$ cat src/rtl/draw_pkg.sv
// Shared drawing definitions: FSM state encoding, screen geometry, palette.
// Latency: n/a (constants and types only).
// Backpressure: n/a.
package draw_pkg;

    typedef enum logic [1:0] {
        IDLE = 2'd0,
        LOAD = 2'd1,
        FILL = 2'd2,
        DONE = 2'd3
    } state_t;

    localparam int SCREEN_W = 160;
    localparam int SCREEN_H = 120;

    localparam logic [2:0] BLACK = 3'b000;
    localparam logic [2:0] GREEN = 3'b010;
    localparam logic [2:0] RED   = 3'b100;

endpackage

$ cat src/rtl/rr_arbiter3.sv
// Three-way round-robin pick: search order last+1, last+2, last (mod 3).
// Latency: purely combinational.
// Backpressure: none; the caller decides when the pick is taken.
module rr_arbiter3 (
    input  logic [2:0] req,
    input  logic [1:0] last,
    output logic [2:0] win,
    output logic [1:0] win_idx,
    output logic       win_vld
);

    logic [1:0] o0, o1, o2;

    // Priority order rotates so the most recent winner is searched last.
    always_comb begin
        case (last)
            2'd0:    begin o0 = 2'd1; o1 = 2'd2; o2 = 2'd0; end
            2'd1:    begin o0 = 2'd2; o1 = 2'd0; o2 = 2'd1; end
            default: begin o0 = 2'd0; o1 = 2'd1; o2 = 2'd2; end
        endcase
    end

    // First requester in rotated order wins; one-hot is derived from the index.
    always_comb begin
        win_vld = |req;
        win_idx = 2'd0;
        win     = 3'b000;
        if (req[o0])      win_idx = o0;
        else if (req[o1]) win_idx = o1;
        else if (req[o2]) win_idx = o2;
        if (win_vld) win = 3'(3'b001 << win_idx);
    end

endmodule

$ cat src/rtl/rect_fill_scheduler.sv
// Shares one pixel-write port among three rectangle-fill requesters, round-robin.
// Latency: grant 1 cycle after req seen in IDLE, first pixel 2 cycles, done at 2+w*h.
// Backpressure: none; requesters hold req until their done pulse, the adapter never stalls.
module rect_fill_scheduler
    import draw_pkg::*;
#(
    parameter int X_W      = 8,
    parameter int Y_W      = 7,
    parameter int COLOUR_W = 3
) (
    input  logic                  clock,
    input  logic                  reset,
    input  logic [2:0]            req,
    input  logic [3*X_W-1:0]      cmd_x,
    input  logic [3*Y_W-1:0]      cmd_y,
    input  logic [3*X_W-1:0]      cmd_w,
    input  logic [3*Y_W-1:0]      cmd_h,
    input  logic [3*COLOUR_W-1:0] cmd_colour,
    output logic [2:0]            grant,
    output logic [2:0]            done,
    output logic                  busy,
    output logic [X_W-1:0]        vga_x,
    output logic [Y_W-1:0]        vga_y,
    output logic [COLOUR_W-1:0]   vga_colour,
    output logic                  plot
);

    state_t              state, state_nxt;
    logic [1:0]          last;
    logic [2:0]          owner;
    logic [X_W-1:0]      x0, w, cx;
    logic [Y_W-1:0]      y0, h, cy;
    logic [COLOUR_W-1:0] col;

    logic [2:0]          arb_win;
    logic [1:0]          arb_idx;
    logic                arb_vld;

    logic [X_W-1:0]      sel_w;
    logic [Y_W-1:0]      sel_h;
    logic [X_W:0]        px;
    logic [Y_W:0]        py;
    logic                row_end, rect_end, in_fill;

    rr_arbiter3 u_arb (
        .req     (req),
        .last    (last),
        .win     (arb_win),
        .win_idx (arb_idx),
        .win_vld (arb_vld)
    );

    // While in LOAD, 'last' already names the owner, so it selects the command slice.
    assign sel_w    = cmd_w[last*X_W +: X_W];
    assign sel_h    = cmd_h[last*Y_W +: Y_W];

    // Pixel address is one level wider than the screen so off-screen sums never wrap on-screen.
    assign px       = {1'b0, x0} + {1'b0, cx};
    assign py       = {1'b0, y0} + {1'b0, cy};
    assign row_end  = (cx == w - X_W'(1));
    assign rect_end = row_end && (cy == h - Y_W'(1));
    assign in_fill  = (state == FILL);

    // Next-state: arbitrate in IDLE, skip FILL for empty rectangles.
    always_comb begin
        state_nxt = state;
        case (state)
            IDLE: if (arb_vld) state_nxt = LOAD;
            LOAD: state_nxt = (sel_w != '0 && sel_h != '0) ? FILL : DONE;
            FILL: if (rect_end) state_nxt = DONE;
            DONE: state_nxt = IDLE;
            default: state_nxt = IDLE;
        endcase
    end

    // State register.
    always_ff @(posedge clock or negedge reset) begin
        if (!reset) state <= IDLE;
        else        state <= state_nxt;
    end

    // Arbitration pointer, command latch and raster counters.
    always_ff @(posedge clock or negedge reset) begin
        if (!reset) begin
            last  <= 2'd2;
            owner <= 3'b000;
            x0    <= '0;
            y0    <= '0;
            w     <= '0;
            h     <= '0;
            col   <= '0;
            cx    <= '0;
            cy    <= '0;
        end else begin
            case (state)
                IDLE: if (arb_vld) begin
                    last  <= arb_idx;
                    owner <= arb_win;
                end
                LOAD: begin
                    x0  <= cmd_x[last*X_W +: X_W];
                    y0  <= cmd_y[last*Y_W +: Y_W];
                    w   <= sel_w;
                    h   <= sel_h;
                    col <= cmd_colour[last*COLOUR_W +: COLOUR_W];
                    cx  <= '0;
                    cy  <= '0;
                end
                FILL: begin
                    if (row_end) begin
                        cx <= '0;
                        cy <= cy + Y_W'(1);
                    end else begin
                        cx <= cx + X_W'(1);
                    end
                end
                default: ;
            endcase
        end
    end

    // Outputs decode directly from state so reset removes them without a clock edge.
    always_comb begin
        busy       = (state != IDLE);
        grant      = busy ? owner : 3'b000;
        done       = (state == DONE) ? owner : 3'b000;
        plot       = in_fill && (px < (X_W+1)'(SCREEN_W)) && (py < (Y_W+1)'(SCREEN_H));
        vga_x      = in_fill ? px[X_W-1:0] : '0;
        vga_y      = in_fill ? py[Y_W-1:0] : '0;
        vga_colour = in_fill ? col : '0;
    end

endmodule
$ cat config.mk
export PLATFORM = sky130hd
export DESIGN_NAME = rect_fill_scheduler
export DESIGN_NICKNAME = d
export VERILOG_FILES = /design/src/rtl/draw_pkg.sv /design/src/rtl/rr_arbiter3.sv /design/src/rtl/rect_fill_scheduler.sv
export SDC_FILE = /design/constraint.sdc
export NUM_CORES = 1
export LEC_CHECK = 0
export CORE_AREA = 4 4 100 102
export CTS_CLUSTER_SIZE = 28
export DETAILED_ROUTE_END_ITERATION = 8
export DIE_AREA = 0 0 104 106
export GPL_ROUTABILITY_DRIVEN = 0
export PLACE_DENSITY = 0.86
export SYNTH_ARGS = -nofsm -noshare
export SYNTH_HDL_FRONTEND = slang
export SYNTH_SLANG_ARGS = --single-unit
$ cat constraint.sdc
create_clock -name clock -period 3.1 [get_ports clock]
set_input_delay 0.465 -clock clock [delete_from_list [all_inputs] [get_ports clock]]
set_output_delay 0.465 -clock clock [all_outputs]
set_load 0.02 [all_outputs]
==> results of run 1 <==
[cell families after synthesis]
logic type,after synthesis,share of synthesized area [%]
xor+xnor,21,4.31
buf+inv,46,4.28
fa+ha+maj,25,7.69
mux,39,9.21
flops,55,32.3
simple gates,168,20.5
compound gates,140,21.7
[power breakdown]
group | switching [mW] | total [mW] | leakage (nW) | internal (mW)
registers | 0 | 0.717 | 0.566 | 0.717
clock network | 0.240 | 0.502 | 0.0612 | 0.262
logic | 0.0564 | 0.191 | 1.81 | 0.134
[area by class of cell]
type                    count  area, um2
clock buffers               6       82.6
clock inverters             2       35.0
fillers                   771       3220
inverters                  23       86.3
multi-input cells         393       2750
flip-flops and latches     55       1380
well taps                 111        139
repair buffers            149       1430
[flip-flops by register name (all words and copies together), names as in the netlist]
| register | flops |
|---|---|
| h | 7 |
| state | 2 |
| x0 | 8 |
| owner | 3 |
| cx | 8 |
| col | 3 |
| y0 | 7 |
| last | 2 |
| w | 8 |
| cy | 7 |
[metrics by stage]
step,std cells,hold WS [ns]
finish,739,0.248
floorplan,494,0.169
global route,739,0.307
detailed placement,731,0.501
CTS,739,0.273
global placement,731,0.493
[routing by layer]
metal | GRT usage, % | wire length [um]
met1 | 26.7 | 5250
met3 | 6.19 | 1030
met5 | 0 | 0
met4 | 6.84 | 272
met2 | 40.3 | 6200
[critical path, delay by kind of cell (launching register included)]
family | cells | cell delay, ns
AOI/OAI and AO/OA | 6 | 0.99
adders and majority gates | 2 | 0.59
buffers and inverters | 2 | 0.31
DFF | 1 | 0.40
[synthesized netlist by cell type, drive strengths merged, types with 9 or more instances]
cell,instances,area [um2]
nand3,10,50.1
inv,23,86.3
mux2i,37,370
nor3,9,45.0
nor2,68,255
a21oi,62,310
a21o,9,67.6
a2bb2oi,16,140
ha,23,288
nand2,13,48.8
xnor2,14,123
clkbuf,16,60.1
and2,16,100
nor2b,9,56.3
dfrtp,54,1350
[worst max path at each step]
| stage | from | slack [ns] | endpoint |
|---|---|---|---|
| after floorplan | cx[0]$_DFFE_PN0P_ | 0.21 | plot |
| after detailed placement | x0[0]$_DFFE_PN0P_ | -0.18 | plot |
| final | x0[0]$_DFFE_PN0P_ | 0.04 | plot |
| after global routing | x0[0]$_DFFE_PN0P_ | -0.07 | plot |
| after CTS | x0[0]$_DFFE_PN0P_ | -0.02 | plot |
| after global placement | x0[0]$_DFFE_PN0P_ | -0.09 | plot |
[repair_timing]
action / in CTS / in global routing
gates cloned: 0 / 0
setup endpoints to repair: 7 / 5
pin swaps: 0 / 2
setup buffers: 0 / 0
gates resized for setup: 18 / 7
==> out/summary.txt, run 1 <==
Status -> completed
Worst setup margin -> 0.0386 ns
Drt wl/cell -> 17.3 um
Routed WL -> 12.8 mm
Vias/cell -> 5.79
Total CTS buffers -> 5
Ys Warns -> 0
Syn_area_per_cell -> 8.63 um2
IO Count -> 130
Worst Tran Pin Value -> 0.842 ns
Leak -> 2.44 nW
Placed cell areas -> 0.00575 mm2
Setup Skew -> 0.00304 ns
Final hold violations -> 0
CP most frequent cell -> buf_4
Largest net degree at the start of global routing -> 52
Post-Syn Area -> 0.00426 mm2
Critical R2R Capture -> cy[6]$_DFFE_PN0P_
Crit path cell chain -> ha_1, fa_2, a21o_1, a21oi_2, buf_4, o21ai_0, a21oi_1, o221ai_2, a211oi_2, buf_4
Pre-CTS setup slack -> -0.184 ns
Top_reg_cell synth -> dfrtp_1
CP max stage cell -> dfrtp_1
Mapped Nets -> 623
Critical path's largest stage delay -> 0.40 ns
Synth Instances -> 494
Number of distinct library cells after synthesis -> 61
R2R Setup Slk -> 0.16 ns
Die Y-Extent -> 106 um
WP data arrival -> 2.60 ns
Pwr Density -> 239 mW/mm2
CTS tree -> built
Final Util -> 64.7%
Clk sink count -> 55
Worst Path Required -> 2.63 ns
Max_slew headroom -> 43.9%
I/O Buffers -> 129
First-pass detailed-route iteration total -> 6
DP HPWL -> 10.0 mm
HP Class -> input port to asynchronous set/reset pin
DRC Markers -> 0
Fin crit period -> 3.06 ns
GRT Overall Usage -> 22.7%
Fin area -> 0.00589 mm2
Synth-to-Final Area Change -> 38.2%
Post-synth EDFFs -> 0
Die area -> 0.0110 mm2
CTS Hold Bufs -> 0
DRT antenna net count -> 0
Grt total ovfl -> 0
Worst Setup Start Kind -> flip-flop
Final TNS setup -> 0 ns
Total power -> 1.41 mW
Total of max-cap violations -> 0
First-pass GRT wire length -> 20.8 mm
Clock Path Buffers -> 2
Fmax -> 327 MHz
Crit end category -> output port
VDD IR max -> 0.199 mV
Initial Util -> 46.8%
Layout Nets -> 756
Most frequent cells in the layout -> clkdlybuf4s50_1, nor2_1, a21oi_1
Initial DRC Count -> 228
CP max FO -> 2
Asr flop ratio synth -> 100%
Antenna violations before repair -> 0
Period utilization -> 98.8%
Clk_lat worst skew -> 0.31 ns
CP Class -> flip-flop to output port
CTS Root Cell -> clkbuf_8
RSZ-0062 raised after global routing -> true
H-tree lvl count -> 2
Max Slew Vio Count -> 0
Ant diodes -> 0
Cell row count -> 35
Die W -> 104 um
Setup-failing EPs final -> 0
Number of global-route vias before repair -> 4403
Vias -> 4281
Worst r2r path cells -> 8
Reg2reg start -> w[0]$_DFFE_PN0P_
Most common cell after layout, fill and taps aside -> clkdlybuf4s50_1
Core Region -> 0.00911 mm2
Sequential share of the synthesized area -> 32.3%
Clock transition at path regs -> 0.10 ns
Yosys reg bits -> 55
Layout cells sized above 1 -> 8.12%
Power figures use the tool's default switching activity.
==> run 2: changes to the inputs <==
--- a/config.mk
+++ b/config.mk
@@ -11,6 +11,7 @@
 export DIE_AREA = 0 0 104 106
 export GPL_ROUTABILITY_DRIVEN = 0
 export PLACE_DENSITY = 0.86
+export SKIP_LAST_GASP = 1
 export SYNTH_ARGS = -nofsm -noshare
 export SYNTH_HDL_FRONTEND = slang
 export SYNTH_SLANG_ARGS = --single-unit
==> run 2 against run 1 <==
  * The flow now finishes with violations (negative setup slack)
  * Critical path depth unchanged
  * Via count increased by 0.26%
  * Final cell count increased by 0.41%
  * Clock skew increased by 0.0012 ns
  * Non-clock buffer count increased by 3
  * Critical path type unchanged
  * Largest cell class unchanged
  * Highest routed layer unchanged
==> out/summary.txt, run 2 (same netlist as run 1, synthesis figures left out) <==
Grt total ovfl -> 0
Antenna violations before repair -> 0
RSZ-0062 raised after global routing -> true
FILL cells -> 774
HP Class -> input port to asynchronous set/reset pin
Total CTS buffers -> 5
Initial Util -> 46.8%
Layout cells sized above 1 -> 8.40%
Number of global-route vias before repair -> 4398
H-tree lvl count -> 2
Min Hold Slack -> 0.244 ns
CP Class -> flip-flop to output port
Fin crit period -> 3.11 ns
Setup-failing EPs final -> 1
Reg2reg start -> w[0]$_DFFE_PN0P_
Die area -> 0.0110 mm2
CTS tree -> built
Drt wl/cell -> 17.3 um
Leak -> 2.44 nW
Total of max-cap violations -> 0
Die Y-Extent -> 106 um
Worst Setup Start Kind -> flip-flop
Clock Path Buffers -> 2
Fin area -> 0.00590 mm2
Pwr Density -> 239 mW/mm2
Worst setup margin -> -0.0144 ns
Crit end category -> output port
CTS Root Cell -> clkbuf_8
DRT antenna net count -> 0
Worst Tran Pin Value -> 0.839 ns
WP data arrival -> 2.65 ns
DRC Markers -> 0
First-pass detailed-route iteration total -> 4
Ant diodes -> 0
Final hold violations -> 0
Placed cell areas -> 0.00575 mm2
Largest net degree at the start of global routing -> 52
Total power -> 1.41 mW
DP HPWL -> 10.0 mm
Cell row count -> 35
Vias/cell -> 5.78
Setup Skew -> 0.00428 ns
IO Count -> 130
Layout Nets -> 759
Final Util -> 64.8%
Max Slew Vio Count -> 0
Worst Path Required -> 2.63 ns
Routed WL -> 12.8 mm
GRT Overall Usage -> 22.6%
Clock transition at path regs -> 0.10 ns
Clk_lat worst skew -> 0.31 ns
Period utilization -> 100%
CTS Hold Bufs -> 0
Max_slew headroom -> 44.1%
Status -> complete, but fails checks
First-pass GRT wire length -> 20.7 mm
Fmax -> 321 MHz
Vias -> 4292
I/O Buffers -> 129
Failing checks -> negative setup slack
Top Registers -> cx x8, w x8, x0 x8
Die W -> 104 um
CP max FO -> 2
Initial DRC Count -> 214
Most common cell after layout, fill and taps aside -> clkdlybuf4s50_1
Clk sink count -> 55
Core Region -> 0.00911 mm2
Most frequent cells in the layout -> clkdlybuf4s50_1, nor2_1, a21oi_1
Critical path launch point -> cx[0]$_DFFE_PN0P_
Synth-to-Final Area Change -> 38.4%
VDD IR max -> 0.199 mV
-- run 2: worst max-delay path: stages (launching register included) --
cell and delay [ns]:
dfrtp_1 0.40, ha_2 0.21, fa_2 0.40, a21o_1 0.20, a21oi_2 0.13, buf_4 0.13, o21ai_2 0.05, a21oi_1 0.15
o221ai_1 0.16, a211oi_1 0.29, buf_2 0.22
-- run 2: timing repair --
item                                    4_1_cts  5_1_grt
gates resized for setup                      10       14
pin swaps                                     0        8
hold endpoints to repair                      0        0
endpoints found under the setup margin        7        5
buffers inserted                              0        3
-- run 2: metal layers --
metal  global-route usage, %  vias to the layer above  part of all wire (%)
li1                        -                     2069                     -
met1                    26.7                     2003                    41
met2                    39.9                      190                    49
met3                    6.25                       30                   8.3
met4                    7.12                        0                   2.1
met5                       0                        -                     0
-- run 2: power breakdown --
part / switching (mW) / total [mW] / internal [mW]
registers: 0 / 0.717 / 0.717
clock network: 0.241 / 0.502 / 0.262
logic: 0.0563 / 0.191 / 0.134
total: 0.297 / 1.41 / 1.11
-- run 2: path summary, 6_finish.rpt --
check / end / slack, ns / cells after the start
min reg2reg: owner[1]$_DFFE_PN0P_ / 0.54 / 1
min in group clock: owner[1]$_DFFE_PN0P_ / 0.54 / 1
max: plot / -0.01 / 10
min: y0[1]$_DFFE_PN0P_ / 0.24 / 1
max reg2reg: cy[6]$_DFFE_PN0P_ / 0.17 / 8
max in group asynchronous: x0[1]$_DFFE_PN0P_ / 2.19 / 2
-- run 2: final cells by class --
cell class	count	area (um2)	share of cell area [%]
tap	111	139	2.35
sequential	55	1380	23.4
clock inverter	2	35.0	0.594
timing repair buffer	152	1450	24.5
inverter	23	86.3	1.46
clock buffer	6	82.6	1.40
multi-input combinational	393	2730	46.3
-- run 2: through the flow --
| stage | TNS [ns] | cells | worst slack [ns] |
|---|---|---|---|
| after floorplan | 0 | 494 | 0.206 |
| after global placement | -0.0944 | 731 | -0.0944 |
| after detailed placement | -0.184 | 731 | -0.184 |
| after CTS | -0.254 | 739 | -0.254 |
| after global routing | -0.112 | 742 | -0.112 |
| final | -0.0144 | 742 | -0.0144 |
